**src/rtl/demux1to2_buffered.sv**
```systemverilog
// -----------------------------------------------------------------------------
// demux1to2_buffered
//   Steers each word from one valid/ready input channel into one of two
//   output FIFOs, chosen per word by in_switch (0 -> out1, 1 -> out2).
//   Each output owns its own FIFO, so a stalled consumer never blocks
//   traffic headed to the other one. There is no combinational path from
//   the input to an output, and a full FIFO is never bypassed.
//
// Parameters
//   SIZE   data width of the input and both outputs
//   DEPTH  entries per output FIFO (power of two, >= 2)
//
// Ports
//   clk                    rising-edge clock
//   reset_n                asynchronous active-low reset, empties both FIFOs
//   in_data/in_switch      word and its destination select
//   in_valid/in_ready      input handshake; in_ready reflects the selected FIFO
//   outN_data/outN_valid   head word of FIFO N / FIFO N non-empty
//   outN_ready             consumer N accepts the head
//   outN_count             current occupancy of FIFO N
// -----------------------------------------------------------------------------
module demux1to2_buffered #(
  parameter int SIZE  = 16,
  parameter int DEPTH = 2
) (
  input  logic                       clk,
  input  logic                       reset_n,
  input  logic [SIZE-1:0]            in_data,
  input  logic                       in_switch,
  input  logic                       in_valid,
  output logic                       in_ready,
  output logic [SIZE-1:0]            out1_data,
  output logic                       out1_valid,
  input  logic                       out1_ready,
  output logic [SIZE-1:0]            out2_data,
  output logic                       out2_valid,
  input  logic                       out2_ready,
  output logic [$clog2(DEPTH+1)-1:0] out1_count,
  output logic [$clog2(DEPTH+1)-1:0] out2_count
);

  localparam int PW = $clog2(DEPTH);
  localparam int CW = $clog2(DEPTH + 1);

  // Per-FIFO status gathered into small vectors, bit 0 = out1, bit 1 = out2.
  logic [1:0]           full;
  logic [1:0]           not_empty;
  logic [1:0]           pop_req;
  logic [1:0][SIZE-1:0] head;
  logic [1:0][CW-1:0]   level;

  assign pop_req = {out2_ready, out1_ready};

  // Ready depends only on the selected destination's occupancy, never on
  // in_valid or on the consumer accepting in the same cycle (no full-bypass).
  assign in_ready = in_switch ? ~full[1] : ~full[0];

  for (genvar g = 0; g < 2; g++) begin : g_fifo
    logic [SIZE-1:0] mem [DEPTH];
    logic [PW-1:0]   wr_ptr;
    logic [PW-1:0]   rd_ptr;
    logic [CW-1:0]   count;
    logic            push;
    logic            pop;

    assign push = in_valid && (in_switch == 1'(g)) && !full[g];
    assign pop  = not_empty[g] && pop_req[g];

    // NOTE: the storage array has no reset; only pointers and count do. The
    // head is forced to zero while empty, so stale contents are never visible.
    always_ff @(posedge clk) begin
      if (push) mem[wr_ptr] <= in_data;
    end

    always_ff @(posedge clk or negedge reset_n) begin
      if (!reset_n) begin
        wr_ptr <= '0;
        rd_ptr <= '0;
        count  <= '0;
      end else begin
        // DEPTH is a power of two, so natural pointer overflow is the wrap.
        if (push) wr_ptr <= wr_ptr + 1'b1;
        if (pop)  rd_ptr <= rd_ptr + 1'b1;
        case ({push, pop})
          2'b10:   count <= count + 1'b1;
          2'b01:   count <= count - 1'b1;
          default: count <= count;  // idle, or push and pop cancel out
        endcase
      end
    end

    assign full[g]      = (count == CW'(DEPTH));
    assign not_empty[g] = (count != '0);
    assign head[g]      = not_empty[g] ? mem[rd_ptr] : '0;
    assign level[g]     = count;
  end

  assign out1_data  = head[0];
  assign out1_valid = not_empty[0];
  assign out1_count = level[0];
  assign out2_data  = head[1];
  assign out2_valid = not_empty[1];
  assign out2_count = level[1];

endmodule

```
**config.mk**
```make
export PLATFORM = sky130hd
export DESIGN_NAME = demux1to2_buffered
export DESIGN_NICKNAME = d
export VERILOG_FILES = /design/src/rtl/demux1to2_buffered.sv
export SDC_FILE = /design/constraint.sdc
export NUM_CORES = 1
export LEC_CHECK = 0
export CAP_MARGIN = 15
export CORE_UTILIZATION = 40
export DETAILED_ROUTE_END_ITERATION = 8
export DONT_BUFFER_PORTS = 1
export PLACE_DENSITY = 0.55
export SYNTH_ARGS = -nofsm -noshare
export SYNTH_HDL_FRONTEND = slang
export SYNTH_SLANG_ARGS = --single-unit
```
**constraint.sdc**
```tcl
create_clock -name clk -period 2.3 [get_ports clk]
set_input_delay 0.46 -clock clk [delete_from_list [all_inputs] [get_ports clk]]
set_output_delay 0.46 -clock clk [all_outputs]
set_load 0.03 [all_outputs]
```
==> flow_summary.ini, run 1 <==
[run_status]
outcome = completed

[final_layout]
drive_gt1_share_pct = 28.9
area.growth.synth_to_final_pct = 20.6
design_area_mm2 = 0.00342
diodes = 0
fin_util_pct = 50.1
design.final.nets = 244

[setup_path]
timing.critical_path.arrival_ns = 1.68
critical_path.cell_chain = nor2_4, nor2_1, buf_4
cp-end-kind = primary output
critical-path-top-delay-family = simple AND/OR/NAND/NOR gates
critical_path_class = flip-flop to primary output
worst_path_max_delay_cell = dfrtp_1
required_ns = 1.84
cp_num_buf_inv = 1
cp-start-kind = flip-flop
crit_path_max_incr_delay_ns = 0.55
path_max_fanout = 18

[drt]
detail_routed_via_count_per_cell = 4.71
drc = 0
routed-via-count = 1511
first_iter_violations = 111
avgRoutedWirePerCell_um = 16.4
drt-total-wl_um = 5280
route.antenna.remaining_nets = 0
detailedRoute.firstPassIterationCount = 4

[pwr]
power-per-cell-area_mw_per_mm2 = 1460
irDropWorstVdd_mv = 0.807
p_leak_nw = 1.34
total_power_mw = 5.00

[place]
dp_worst_setup_slack_ns = 0.436
detailedPlacementHpwl_um = 3380
io_buffer_count = 0
gp_routability_congestion = 0.692
dpl-instance-area_mm2 = 0.00323

[clock_tree]
resize_count_post_cts = 0
clock_tree.buffer_depth = 2
worstSkewPairLatency_ns = 0.34
cts_root_buffer = clkbuf_8
cts-htree-levels = 3
clk_pin_slew_worst_paths_ns = 0.08
clock-sinks = 72
cts_inserted_buffers = 9
tritoncts = yes

[global_routing]
globalRouteOverflowTotal = 0
grt_antenna_before_repair = 0
first_global_vias = 1629
grt_use_total_pct = 15.8
grt_pass1_wl_um = 8270
grt_max_degree = 19

[timing]
slew-limit-headroom_pct = 67.8
worstMarginPinSlew_ns = 0.482
drv_slew = 0
grt_setup_unrepaired = no
fin_ws_ns = 0.158
finalSetupTns_ns = 0
finalCritPeriodShare_pct = 93.1
fin_crit_period_ns = 2.14
finalSetupViolCount = 0
max_freq_mhz = 467
finClkSkew_ns = 0.0113
finalHoldViolations = 0

[floorplan]
design.core.area_mm2 = 0.00683
dieHeight_um = 86.2
die_area_mm2 = 0.00744
placement_rows = 30
io_pins = 61
start_util_pct = 41.6
chipWidth_um = 86.2

[synth]
mappedNetlistArea_mm2 = 0.00284
syn-mean-instance-area_um2 = 16.4
synth.yosys.warnings = 0
synth_seq_area_share_pct = 74.7
syn-instance-count = 173
ys_ff_latch = 72
net_count_of_the_mapped_netlist = 197
post_synth_num_cell_types = 18

[flow_run]
max_cap_viol_count = 0

[hold_path]
worst_min_delay_path_category = input port to flip-flop
final cells by class:
type                    instances  area (um^2)
flip-flops and latches         72         2120
inverters                       4         15.0
clock buffers                  10          128
clock inverters                 6         60.1
fillers                       607         3410
repair buffers                 42          318
well taps                      96          120
multi-input cells              91          662
path summary, 6_finish.rpt:
check                            startpoint             endpoint  slack (ns)  cells past startpoint
setup / recovery              out2_count[1]         out2_data[5]        0.16                      3
hold / removal                   in_data[3]  g_fifo[0].mem[1][3]        0.21                      0
setup reg to reg              out2_count[1]        out2_count[1]        0.47                      5
hold reg to reg            g_fifo[1].wr_ptr     g_fifo[1].wr_ptr        0.52                      1
max in group asynchronous           reset_n        out2_count[0]        1.52                      1
min in group asynchronous           reset_n        out2_count[1]        0.48                      1
state kept, by name (all words and copies together), names as in the netlist:
name	flops
out1_count	2
out2_count	2
g_fifo.mem	64
g_fifo.rd_ptr	2
g_fifo.wr_ptr	2
cells by family after synthesis:
logic type    synth area share [%]
flops                         74.7
fa+ha+maj                    0.881
simple gates                  7.32
mux                           11.7
buf+inv                       2.29
xor+xnor                      3.08
power breakdown:
part	switching (mW)	total [mW]	internal (mW)
Combinational	1.41	2.21	0.806
Sequential	0.194	1.85	1.66
Clock	0.443	0.938	0.495
Total	2.04	5.00	2.96
metrics by stage:
step / instances / hold WS [ns]
global route: 321 / 0.176
detailed placement: 304 / 0.165
CTS: 321 / 0.192
global placement: 304 / 0.165
floorplan: 173 / 0.164
finish: 321 / 0.212
synth_stat cells:
cell       n  area [um^2]
nor2_2     1         6.26
nand2b_1   2         12.5
nand3b_1   1         7.51
ha_1       2         25.0
mux2_2     1         11.3
buf_2      1         5.00
mux2i_1   32          320
buf_6      2         22.5
nor2b_2    2         17.5
nor2_4     1         11.3
nand3_2    1         10.0
nor2_1    38          143
xor2_1     4         35.0
buf_4      3         22.5
edfxtp_1  64         1920
xnor2_1    6         52.6
inv_1      4         15.0
dfrtp_1    8          200
per-layer routing:
layer / global-route usage [%] / wire length, um / up-vias
li1: - / - / 713
met1: 18.4 / 2210 / 742
met2: 24.9 / 2650 / 50
met3: 7.14 / 354 / 6
met4: 7.42 / 62 / 0
met5: 0 / 0 / -
cells in the final DEF (no fill, tap or decap), drive strengths merged, types with 2 or more instances in the layout:
cell     n
edfxtp  64
clkinv   4
clkbuf  10
nor2b    2
xor2     4
buf     41
inv      4
dfrtp    8
nor2    40
mux2i   32
xnor2    6
ha       2
nand2b   2
what timing repair did:
action                     in CTS  in global routing
hold endpoints to repair        8                  0
hold buffers                    1                  0
setup endpoints to repair       0                  1
buffers inserted                0                  0
(Power assumes the default switching activity.)
==> run 2: changes to the inputs <==
PLACE_DENSITY = 0.61   (was 0.55)
==> flow_summary.ini, run 2 (same netlist as run 1, synthesis figures left out) <==
[run_status]
outcome = completed

[setup_path]
crit-reg2reg-launch = out1_count[0]
cp-end-kind = primary output
crit_path_max_incr_delay_ns = 0.55
critical_path_class = flip-flop to primary output
startpoint = out2_count[1]
critical_path.cell_chain = nor2_4, nor2_1, buf_4
worst_path_max_delay_cell = dfrtp_1
timing.reg2reg.worst_path_depth = 5
cp-start-kind = flip-flop
required_ns = 1.84
critical_path.reg2reg.endpoint = out1_count[1]
path_max_fanout = 18
timing.critical_path.arrival_ns = 1.67
setup.reg_to_reg.worst_slack_ns = 0.49

[clock_tree]
cts_inserted_buffers = 9
worstSkewPairLatency_ns = 0.33
clock-sinks = 72
cts_post_setup_buffers_inserted = 0
cts_root_buffer = clkbuf_8
cts-htree-levels = 3
tritoncts = yes
clock_tree.buffer_depth = 2
clk_pin_slew_worst_paths_ns = 0.07

[timing]
finalCritPeriodShare_pct = 92.5
finalSetupViolCount = 0
worstMarginPinSlew_ns = 0.465
drv_slew = 0
max_freq_mhz = 470
finalSetupTns_ns = 0
finClkSkew_ns = 0.00785
fin_crit_period_ns = 2.13
grt_setup_unrepaired = no
slew-limit-headroom_pct = 68.9
finalHoldViolations = 0

[global_routing]
grt_pass1_wl_um = 8230
first_global_vias = 1580
grt_max_degree = 19
grt_use_total_pct = 15.3
globalRouteOverflowTotal = 0
grt_antenna_before_repair = 0

[pwr]
power.sequential.fraction_pct = 36.5
p_leak_nw = 1.33
power-per-cell-area_mw_per_mm2 = 1460
power.clock.fraction_pct = 18.7
cellInternalPower_mw = 2.96
irDropWorstVdd_mv = 0.581
total_power_mw = 5.01
power.switching_fraction_pct = 40.9
comb_power_share_pct = 44.9
net-switching-power_mw = 2.05

[hold_path]
whs_path_depth = 0
hold_end = g_fifo[1].mem[1][2]
worst_min_delay_path_category = input port to flip-flop
hold_start = in_data[2]

[place]
dp.cells = 304
io_buffer_count = 0
detailedPlacementHpwl_um = 3380
gp_routability_congestion = 0.695

[floorplan]
die_area_mm2 = 0.00744
io_pins = 61
chipWidth_um = 86.2
design.core.area_mm2 = 0.00683
placement_rows = 30
start_util_pct = 41.6
dieHeight_um = 86.2

[drt]
detail_routed_via_count_per_cell = 4.69
first_iter_violations = 110
avgRoutedWirePerCell_um = 16.2
routed-via-count = 1506
route.antenna.remaining_nets = 0
drt-total-wl_um = 5200
detailedRoute.firstPassIterationCount = 4
drc = 0

[final_layout]
diodes = 0
design.final.nets = 244
commonest_non_fill_non_tap_cell_in_the_layout = edfxtp_1
regMostFlops = g_fifo.mem
post_layout_nonfiller_instances = 321
area.growth.synth_to_final_pct = 20.6
drive_gt1_share_pct = 28.9
mostFrequentLayoutCells = edfxtp_1 (64), buf_4 (41), nor2_1 (34)
largest_register_ff_count = 64

[flow_run]
max_cap_viol_count = 0
## run 2: cell type report
type	instances	area (um^2)
well taps	96	120
fillers	600	3410
repair buffers	42	318
inverters	4	15.0
multi-input cells	91	662
flip-flops and latches	72	2120
clock buffers	9	124
clock inverters	7	62.6
## run 2: how the worst max path moves through the flow
stage / endpoint / slack [ns] / cells past startpoint
floorplan: g_fifo[0].mem[1][0] / 0.29 / 3
global placement: out2_data[14] / 0.56 / 3
detailed placement: out2_count[1] / 0.49 / 6
CTS: out2_data[3] / 0.14 / 3
global route: out2_data[14] / 0.05 / 3
finish: out2_data[3] / 0.17 / 3
## run 2: per-stage QoR
| stage | hold WS [ns] | setup slack, ns | cell area (um^2) | util [%] |
|---|---|---|---|---|
| floorplan | 0.164 | 0.291 | 2840 | - |
| global route | 0.184 | 0.0523 | 3420 | 50.1 |
| global placement | 0.165 | 0.560 | 3230 | 47.2 |
| CTS | 0.196 | 0.137 | 3420 | 50.1 |
| detailed placement | 0.165 | 0.494 | 3230 | 47.2 |
| finish | 0.214 | 0.173 | 3420 | 50.1 |
## run 2: worst max-delay path: cells and delay by family (launching register included)
family | cells | cell delay [ns]
and+or+nand+nor | 2 | 0.59
DFF | 1 | 0.55
buffers and inverters | 1 | 0.20
## run 2: per-layer routing
metal | up-vias | part of all wire [%] | global-route usage [%]
li1 | 709 | - | -
met4 | 0 | 1.3 | 5.00
met2 | 33 | 50 | 25.4
met1 | 755 | 43 | 18.2
met5 | - | 0 | 0
met3 | 9 | 5.5 | 6.29
## run 2: timing repair
action	4_1_cts	5_1_grt
hold buffers	1	0
gates resized for setup	0	0
endpoints found under the setup margin	0	0
hold endpoints to repair	8	0
## run 2: power groups by stage
stage | Combinational, mW | Sequential, mW | Clock [mW]
floorplan | 1.54 | 1.86 | 0
global placement | 2.23 | 1.84 | 0
detailed placement | 2.26 | 1.86 | 0
CTS | 2.27 | 1.83 | 0.956
global route | 2.41 | 1.85 | 1.01
finish | 2.25 | 1.83 | 0.935
